[config.mk]
export PLATFORM = sky130hd
export DESIGN_NAME = calc_entry_controller_flat
export DESIGN_NICKNAME = d
export VERILOG_FILES = /design/src/rtl/calc_entry_if.sv /design/src/rtl/calc_entry_controller.sv /design/src/flat_wrapper.sv
export SDC_FILE = /design/constraint.sdc
export NUM_CORES = 1
export LEC_CHECK = 0
export BUFFER_PORTS_ARGS = -buffer_cell sky130_fd_sc_hd__buf_2
export CORE_ASPECT_RATIO = 0.7
export CORE_MARGIN = 3
export CORE_UTILIZATION = 55
export CTS_BUF_LIST = sky130_fd_sc_hd__clkbuf_4 sky130_fd_sc_hd__clkbuf_8
export DETAILED_ROUTE_END_ITERATION = 10
export PLACE_DENSITY = 0.89
export SETUP_SLACK_MARGIN = 0.1
export SYNTH_ARGS = -nofsm -noshare
export SYNTH_HDL_FRONTEND = slang
export SYNTH_SLANG_ARGS = --single-unit
[constraint.sdc]
create_clock -name clock -period 4.94 [get_ports clock]
set_input_delay 0.988 -clock clock [delete_from_list [all_inputs] [get_ports clock]]
set_output_delay 0.988 -clock clock [all_outputs]
set_load 0.005 [all_outputs]
[src/rtl/calc_entry_if.sv]
// Key-entry / ALU / display signal bundle for calc_entry_controller.
// master: the controller; slave: keypad scanner, ALU and display side.
interface calc_entry_if #(
    parameter int unsigned DIGITS = 4
);
    localparam int unsigned W = 4 * DIGITS;

    logic         key_valid;
    logic [3:0]   key_code;
    logic         alu_done;
    logic         alu_err;
    logic [W-1:0] alu_result;
    logic [W-1:0] operand_a;
    logic [W-1:0] operand_b;
    logic [1:0]   op;
    logic         alu_start;
    logic         busy;
    logic         error;
    logic [W-1:0] display_value;

    modport master (
        input  key_valid, key_code, alu_done, alu_err, alu_result,
        output operand_a, operand_b, op, alu_start, busy, error, display_value
    );

    modport slave (
        output key_valid, key_code, alu_done, alu_err, alu_result,
        input  operand_a, operand_b, op, alu_start, busy, error, display_value
    );
endinterface

[src/rtl/calc_entry_controller.sv]
// Calculator key-entry sequencer: builds operand A, operator, operand B, runs the ALU handshake.
// Optional ALU watchdog enabled by defining CALC_TIMEOUT_EN.
module calc_entry_controller #(
    parameter int unsigned DIGITS  = 4,
    parameter int unsigned TIMEOUT = 1000
) (
    input logic          clock,
    input logic          resetn,
    calc_entry_if.master bus
);
    localparam int unsigned W  = 4 * DIGITS;
    localparam int unsigned CW = $clog2(DIGITS + 1);
    localparam logic [CW-1:0] CntFull = CW'(DIGITS);
    localparam logic [3:0] KeyEq  = 4'hE;
    localparam logic [3:0] KeyClr = 4'hF;

    typedef enum logic [2:0] {StEnterA, StEnterB, StExec, StResult, StErr} state_e;

    state_e          state_q, state_d;
    logic [W-1:0]    a_q, a_d;
    logic [W-1:0]    b_q, b_d;
    logic [1:0]      op_q, op_d;
    logic [CW-1:0]   cnt_a_q, cnt_a_d;
    logic [CW-1:0]   cnt_b_q, cnt_b_d;
    logic            start_q, start_d;

`ifdef CALC_TIMEOUT_EN
    localparam int unsigned TW = $clog2(TIMEOUT + 1);
    localparam logic [TW-1:0] TmoLast = TW'(TIMEOUT - 1);
    logic [TW-1:0]   tmo_q, tmo_d;
`else
    logic            unused_timeout;
    assign unused_timeout = (TIMEOUT != 0);
`endif

    logic            is_digit, is_oper, clr_key;
    logic [3:0]      op_code;

    assign is_digit = bus.key_code < 4'd10;
    assign is_oper  = (bus.key_code >= 4'd10) && (bus.key_code <= 4'd13);
    assign op_code  = bus.key_code - 4'd10;
    // Clear is honoured everywhere except while the ALU owns the operands.
    assign clr_key  = bus.key_valid && (bus.key_code == KeyClr) && (state_q != StExec);

    function automatic logic [W-1:0] append(input logic [W-1:0] v, input logic [3:0] d);
        return {v[W-5:0], d};
    endfunction

    always_comb begin
        state_d = state_q;
        a_d     = a_q;
        b_d     = b_q;
        op_d    = op_q;
        cnt_a_d = cnt_a_q;
        cnt_b_d = cnt_b_q;
        start_d = 1'b0;
`ifdef CALC_TIMEOUT_EN
        tmo_d   = tmo_q;
`endif
        unique case (state_q)
            StEnterA: begin
                if (bus.key_valid && is_digit && cnt_a_q < CntFull) begin
                    a_d     = append(a_q, bus.key_code);
                    cnt_a_d = cnt_a_q + 1'b1;
                end else if (bus.key_valid && is_oper) begin
                    op_d    = op_code[1:0];
                    b_d     = '0;
                    cnt_b_d = '0;
                    state_d = StEnterB;
                end
            end
            StEnterB: begin
                if (bus.key_valid && is_digit && cnt_b_q < CntFull) begin
                    b_d     = append(b_q, bus.key_code);
                    cnt_b_d = cnt_b_q + 1'b1;
                end else if (bus.key_valid && is_oper && cnt_b_q == '0) begin
                    op_d = op_code[1:0];
                end else if (bus.key_valid && bus.key_code == KeyEq && cnt_b_q != '0) begin
                    start_d = 1'b1;
                    state_d = StExec;
`ifdef CALC_TIMEOUT_EN
                    tmo_d   = '0;
`endif
                end
            end
            StExec: begin
                if (bus.alu_done) begin
                    if (bus.alu_err) begin
                        state_d = StErr;
                    end else begin
                        a_d     = bus.alu_result;
                        cnt_a_d = CntFull;
                        state_d = StResult;
                    end
                end
`ifdef CALC_TIMEOUT_EN
                else if (tmo_q == TmoLast) begin
                    state_d = StErr;
                end else begin
                    tmo_d = tmo_q + 1'b1;
                end
`endif
            end
            StResult: begin
                if (bus.key_valid && is_digit) begin
                    a_d     = {{(W-4){1'b0}}, bus.key_code};
                    cnt_a_d = CW'(1);
                    state_d = StEnterA;
                end else if (bus.key_valid && is_oper) begin
                    op_d    = op_code[1:0];
                    b_d     = '0;
                    cnt_b_d = '0;
                    state_d = StEnterB;
                end
            end
            StErr: ;
            default: state_d = StEnterA;
        endcase

        if (clr_key) begin
            a_d     = '0;
            b_d     = '0;
            op_d    = 2'd0;
            cnt_a_d = '0;
            cnt_b_d = '0;
            state_d = StEnterA;
        end
    end

    always_ff @(posedge clock or negedge resetn) begin
        if (!resetn) begin
            state_q <= StEnterA;
            a_q     <= '0;
            b_q     <= '0;
            op_q    <= 2'd0;
            cnt_a_q <= '0;
            cnt_b_q <= '0;
            start_q <= 1'b0;
`ifdef CALC_TIMEOUT_EN
            tmo_q   <= '0;
`endif
        end else begin
            state_q <= state_d;
            a_q     <= a_d;
            b_q     <= b_d;
            op_q    <= op_d;
            cnt_a_q <= cnt_a_d;
            cnt_b_q <= cnt_b_d;
            start_q <= start_d;
`ifdef CALC_TIMEOUT_EN
            tmo_q   <= tmo_d;
`endif
        end
    end

    always_comb begin
        bus.display_value = a_q;
        unique case (state_q)
            StEnterB: bus.display_value = (cnt_b_q == '0) ? a_q : b_q;
            StErr:    bus.display_value = {DIGITS{4'hE}};
            default:  bus.display_value = a_q;
        endcase
    end

    assign bus.operand_a = a_q;
    assign bus.operand_b = b_q;
    assign bus.op        = op_q;
    assign bus.alu_start = start_q;
    assign bus.busy      = (state_q == StExec);
    assign bus.error     = (state_q == StErr);
endmodule

[src/flat_wrapper.sv]
// flat-port wrapper written by rule: the top's interface ports become plain ports
module calc_entry_controller_flat 
#(
    parameter int unsigned DIGITS  = 4,
    parameter int unsigned TIMEOUT = 1000
)
  (clock, resetn, bus_key_valid, bus_key_code, bus_alu_done, bus_alu_err, bus_alu_result, bus_operand_a, bus_operand_b, bus_op, bus_alu_start, bus_busy, bus_error, bus_display_value);
  calc_entry_if #(.DIGITS(DIGITS)) bus_i ();
  input logic clock;
  input logic resetn;
  input wire logic [$bits(bus_i.key_valid)-1:0] bus_key_valid;
  input wire logic [$bits(bus_i.key_code)-1:0] bus_key_code;
  input wire logic [$bits(bus_i.alu_done)-1:0] bus_alu_done;
  input wire logic [$bits(bus_i.alu_err)-1:0] bus_alu_err;
  input wire logic [$bits(bus_i.alu_result)-1:0] bus_alu_result;
  output wire logic [$bits(bus_i.operand_a)-1:0] bus_operand_a;
  output wire logic [$bits(bus_i.operand_b)-1:0] bus_operand_b;
  output wire logic [$bits(bus_i.op)-1:0] bus_op;
  output wire logic [$bits(bus_i.alu_start)-1:0] bus_alu_start;
  output wire logic [$bits(bus_i.busy)-1:0] bus_busy;
  output wire logic [$bits(bus_i.error)-1:0] bus_error;
  output wire logic [$bits(bus_i.display_value)-1:0] bus_display_value;
  assign bus_i.key_valid = bus_key_valid;
  assign bus_i.key_code = bus_key_code;
  assign bus_i.alu_done = bus_alu_done;
  assign bus_i.alu_err = bus_alu_err;
  assign bus_i.alu_result = bus_alu_result;
  assign bus_operand_a = bus_i.operand_a;
  assign bus_operand_b = bus_i.operand_b;
  assign bus_op = bus_i.op;
  assign bus_alu_start = bus_i.alu_start;
  assign bus_busy = bus_i.busy;
  assign bus_error = bus_i.error;
  assign bus_display_value = bus_i.display_value;
  calc_entry_controller #(.DIGITS(DIGITS), .TIMEOUT(TIMEOUT)) u_core (.clock(clock), .resetn(resetn), .bus(bus_i));
endmodule
After elaboration in Yosys (flattened, before gate mapping)

Cells that the tools add are included.

$lt $le $gt $ge: 5
Reduce and logical (&&, ||, !) cells: 19
Muxes and demuxes: 47
Add/subtract/negate cells: 3
Equality and inequality tests: 19

Operators with widths:

| cell                                                                    | count |
|---|---|
| 16-bit two-way mux                                                      | 11 |
| 16-bit one-hot mux with 3 select lines                                  | 2 |
| 3-bit two-way mux                                                       | 19 |
| 16-bit one-hot mux with 2 select lines                                  | 1 |
| 3-bit by 2-bit inequality test with 1-bit output, second input constant | 7 |
| 3-bit one-hot mux with 3 select lines                                   | 2 |
| 3-bit by 1-bit inequality test with 1-bit output, second input constant | 5 |
| 3-bit one-hot mux with 5 select lines                                   | 1 |
| 2-bit two-way mux                                                       | 6 |
| 1-bit logical AND                                                       | 10 |
| 5-bit AND reduction                                                     | 2 |
| 4-bit == test, second input constant                                    | 2 |
| 4-bit nonzero test                                                      | 2 |
| 3-bit by 1-bit adder with 3-bit output, second input constant           | 2 |
| 3-bit by 2-bit == test with 1-bit output, second input constant         | 2 |
| 3-bit zero test                                                         | 2 |
| 3-bit less-than comparator, second input constant                       | 2 |
| 2-bit one-hot mux with 3 select lines                                   | 1 |
| 6-bit AND reduction                                                     | 1 |
| 4-bit greater-or-equal comparator, second input constant                | 1 |
| 4-bit less-or-equal comparator, second input constant                   | 1 |
| 4-bit less-than comparator, second input constant                       | 1 |
| 1-bit two-way mux                                                       | 4 |
| 4-bit AND reduction                                                     | 1 |
| other kinds (5)                                                         | 5 |

Word-level logic and storage cells: 100
Register bits after elaboration: 44
Input bits: 25
Output and inout port bits: 53

Logic depth before layout (Yosys ltp)

Depth after elaboration: 8
Gate-level depth with buffers: 8
Depth with buffers taken out: 7

Worst setup path after synthesis

OpenSTA, ideal clock, no wires.

Kind: in2reg
Start point: input port bus_key_valid
End point: register u_core.a_q[10], in the netlist u_core.bus.operand_a[10]
Data required time: 4.815 ns
Cell stages on the path: 6
Path buffers: 2
Setup slack: 2.529 ns
Arrival time: 2.286 ns
Setup time: 0.125 ns
Cell sequence: buf_2 -> and4_1 -> nand2_1 -> o22ai_1 -> buf_6 -> mux2_4

Cells in the longest elaborated chain, start to end: 4
Elaborated cells on any way between the ends: 11
Those cells by class: eq/ne (4); mux (1); reduce/logical (6)

Ends and longest elaborated chain:

| item                                                                                      | RTL line                                                                               | text |
|---|---|---|
| start, declared                                                                           | flat_wrapper.sv:11                                                                     | `input wire logic [$bits(bus_i.key_valid)-1:0] bus_key_valid;` |
| 1-bit logical AND, on equally long branches                                               | calc_entry_controller.sv:43, calc_entry_controller.sv:62, calc_entry_controller.sv:105 |  |
| 1-bit logical AND, on equally long branches                                               | calc_entry_controller.sv:43, calc_entry_controller.sv:62                               |  |
| 3-bit by 1-bit inequality test with 1-bit output (no source line) (tied with other cells) | --                                                                                     |  |
| 5-bit AND reduction (no source line)                                                      | --                                                                                     |  |
| end signal, assigned                                                                      | calc_entry_controller.sv:133                                                           | `a_q <= '0;` |
| end signal, assigned                                                                      | calc_entry_controller.sv:144                                                           | `a_q <= a_d;` |
| end, declared                                                                             | calc_entry_controller.sv:20                                                            | `logic [W-1:0] a_q, a_d;` |

Several ways; a longest one is shown, not always the timed one.
A chain may end at the register's enable or synchronous reset.

Final worst setup path

Start point: register u_core.state_q[0]
End point: output port bus_display_value[12]

Cells in the longest elaborated chain, start to end: 2
Elaborated cells on any way between the ends: 3
Those cells by class: eq/ne (2); mux (1)

Ends and longest elaborated chain:

| item                                                                      | RTL line                     | text |
|---|---|---|
| start, declared                                                           | calc_entry_controller.sv:19  | `state_e state_q, state_d;` |
| start signal, assigned                                                    | calc_entry_controller.sv:132 | `state_q <= StEnterA;` |
| start signal, assigned                                                    | calc_entry_controller.sv:143 | `state_q <= state_d;` |
| 3-bit == test or 3-bit by 1-bit == test with 1-bit output (tied branches) | calc_entry_controller.sv:158 | `unique case (state_q)` |
| 16-bit one-hot mux with 2 select lines *                                  | calc_entry_controller.sv:158 |  |
| end, declared                                                             | flat_wrapper.sv:22           | `output wire logic [$bits(bus_i.display_value)-1:0] bus_display_value;` |

Mark *: on every way between the ends. The rest lies on a longest branch, timed or not.

==> flow_summary.json <==
{
  "syn_area_sq_um": 2597,
  "fmax_mhz": 291.6,
  "area_growth_pct": 17.34,
  "routabilityCongestion": 0.9579,
  "synth-main-ff-cell": "dfrtp_1",
  "fp.dieH_um": 63.50,
  "synth-edff-count": 0,
  "cts.sinks": 44,
  "required_ns": 3.95,
  "grt_pass1_vias": 2343,
  "root_buffer": "clkbuf_8",
  "post_cts_buffers": 0,
  "drt-wirelength-per-cell_um": 16.83,
  "intPower_mw": 1.069,
  "combPwrFrac_pct": 51.2,
  "post-route-period-util_pct": 69.42,
  "power_density_nw_per_um2": 623.1,
  "drt_wl_total_um": 7336,
  "dieArea_sq_um": 5596,
  "path_max_fanout": 20,
  "syn_area_per_cell_sq_um": 8.092,
  "drc": 0,
  "outcome": "finished clean",
  "fp.dieW_um": 88.14,
  "grt_use_total_pct": 27.31,
  "arrival_ns": 2.44,
  "post_cts_resized": 0,
  "final_layout_size_suffix_gt1_share_pct": 25.98,
  "swShare_pct": 43.72,
  "slew_viol_final": 0,
  "synth_cell_type_count": 43,
  "power_frac_seq_pct": 34.2,
  "port_buffers": 77,
  "cts_hold_buf": 0,
  "dpl.hpwl_um": 5323,
  "insertion_delay_ns": 0.30,
  "synth-seq-area-share_pct": 42.39,
  "slew_headroom_pct": 19.91,
  "grt_max_degree": 45,
  "fin_hold_ws_ns": 0.5165,
  "yosys_warnings": 0,
  "cts_tree": "built",
  "fin_skew_ns": 0.006471,
  "p_switching_uw": 830.3,
  "rsz0062_at_grt": "no",
  "synthTopCellsByCount": "nand2_1 (62), dfrtp_1 (44), nand3_1 (40), nor2_1 (32)",
  "tightest_slew_ns": 1.201,
  "place_area_sq_um": 2937,
  "hold_path_class": "register to register",
  "clkPwrFrac_pct": 14.6,
  "yosysMostFrequentCell": "nand2_1",
  "stdcell_area_sq_um": 3048,
  "synthesis.nets": 349,
  "synth_top_area_share_pct": 42.39,
  "leakage_nw": 1.498,
  "core_sq_um": 4454,
  "n_antenna_cell": 0,
  "antenna_found_initial": 0,
  "path_clk_slew_ns": 0.08,
  "setup_violations": 0,
  "rows": 20,
  "grt.overflow.total": 0,
  "synth_seq_cells": 44,
  "dp_slack_ns": 1.893,
  "htreeDepth": 2,
  "vias_per_cell": 5.961,
  "synth-async-reset-ratio_pct": 100.0,
  "vias": 2599,
  "ir_drop_v": 0.0003261,
  "clk_path_buf_depth": 2,
  "critPathKind": "register to output pin",
  "post-route-min-period_ns": 3.430,
  "first_pass_iters": 5,
  "initial_core_util_pct": 58.31,
  "nets": 408,
  "critPathCaptureType": "output pin",
  "ant_nets": 0,
  "numCtsBuffers": 5,
  "finalNonFillerCells": 436,
  "drv_cap": 0,
  "fin_ws_ns": 1.510,
  "start_kind": "register",
  "fin_setup_tns_ns": 0,
  "grt_first_pass_wirelength_um": 11830,
  "yosysTopAreaCell": "dfrtp_1",
  "post-place-cells": 428,
  "ys_top_cells_by_area": "dfrtp_1 (42%), nand2_1 (9.0%), nand3_1 (7.7%), nor2_1 (4.6%), a21oi_1 (3.3%)",
  "pin_count": 78,
  "drt_iter0_markers": 310,
  "synthCells": 321,
  "finalHoldViolations": 0
}
==> critical path: stages (launching register included) <==
cell and delay, ns:
dfrtp_1 0.68, nand2b_1 0.24, nor3_2 0.79, o21ai_0 0.24, buf_2 0.18
==> registers in the layout, summed over array words and instances (netlist names) <==
name,flops
u_core.bus.operand_b,16
u_core.state_q,3
u_core.bus.operand_a,16
u_core.bus.op,2
u_core.cnt_b_q,3
u_core.cnt_a_q,3
u_core.bus.alu_start,1
==> cell families (layout without fill, tap and decap cells) <==
kind of cell,after synthesis,in the layout,share of synthesized area [%]
DFF,44,44,42.39
buffers and inverters,36,96,6.599
xor gates and xnor gates,4,4,1.349
muxes,9,9,4.576
and+or+nand+nor,153,153,26.35
AOI/OAI and AO/OA,72,72,17.29
adders and majority gates,3,3,1.445
==> per-stage QoR <==
stage / power (mW) / utilization (%)
after floorplan: 1.285 / -
after global placement: 1.579 / 65.93
after detailed placement: 1.613 / 65.93
after CTS: 1.896 / 68.43
after global routing: 2.047 / 68.43
final: 1.899 / 68.43
==> power groups by stage <==
stage / Clock (mW) / Sequential [mW] / Combinational (mW)
after global routing: 0.293 / 0.666 / 1.09
after floorplan: 0 / 0.592 / 0.693
final: 0.278 / 0.650 / 0.972
after detailed placement: 0 / 0.650 / 0.963
after global placement: 0 / 0.642 / 0.937
after CTS: 0.283 / 0.643 / 0.970
==> placed cells by master, fill, tap and decap left out, types with 3 or more instances in the layout <==
cell / n
buf_2: 77
nand2_1: 62
nor2b_1: 3
xor2_1: 3
a31oi_1: 6
o21ai_1: 13
dfrtp_1: 44
nand2b_1: 3
a21oi_1: 17
mux2_4: 5
clkbuf_8: 5
inv_1: 10
nor2_1: 32
ha_1: 3
nand3_1: 40
a22oi_1: 6
mux2_2: 3
o21ai_0: 15
==> cell type report <==
type	count	area, sq um
clock buffers	6	76.32
fillers	389	1406
well taps	55	68.82
multi-input cells	241	1336
repair buffers	78	392.9
inverters	10	37.54
flip-flops and latches	44	1101
clock inverters	2	35.03
==> worst paths after layout <==
| kind | from | end | slack, ns | cells after the start |
|---|---|---|---|---|
| max | u_core.state_q[0] | bus_display_value[12] | 1.51 | 4 |
| max reg2reg | u_core.state_q[0] | u_core.bus.operand_a[15] | 2.34 | 5 |
| min in group asynchronous | resetn | u_core.state_q[1] | 0.85 | 1 |
| max in group asynchronous | resetn | u_core.bus.operand_b[5] | 3.49 | 1 |
| min reg2reg | u_core.bus.op[0] | u_core.bus.op[0] | 0.52 | 1 |
| min | u_core.bus.op[0] | u_core.bus.op[0] | 0.52 | 1 |
==> layer usage <==
metal	track usage (%)	up-vias	routed length, um
met1	40.96	1187	3351
met4	7.736	0	119
li1	-	1228	-
met5	0	-	0
met2	39.38	167	3112
met3	6.013	17	752
Power figures use the tool's default switching activity.
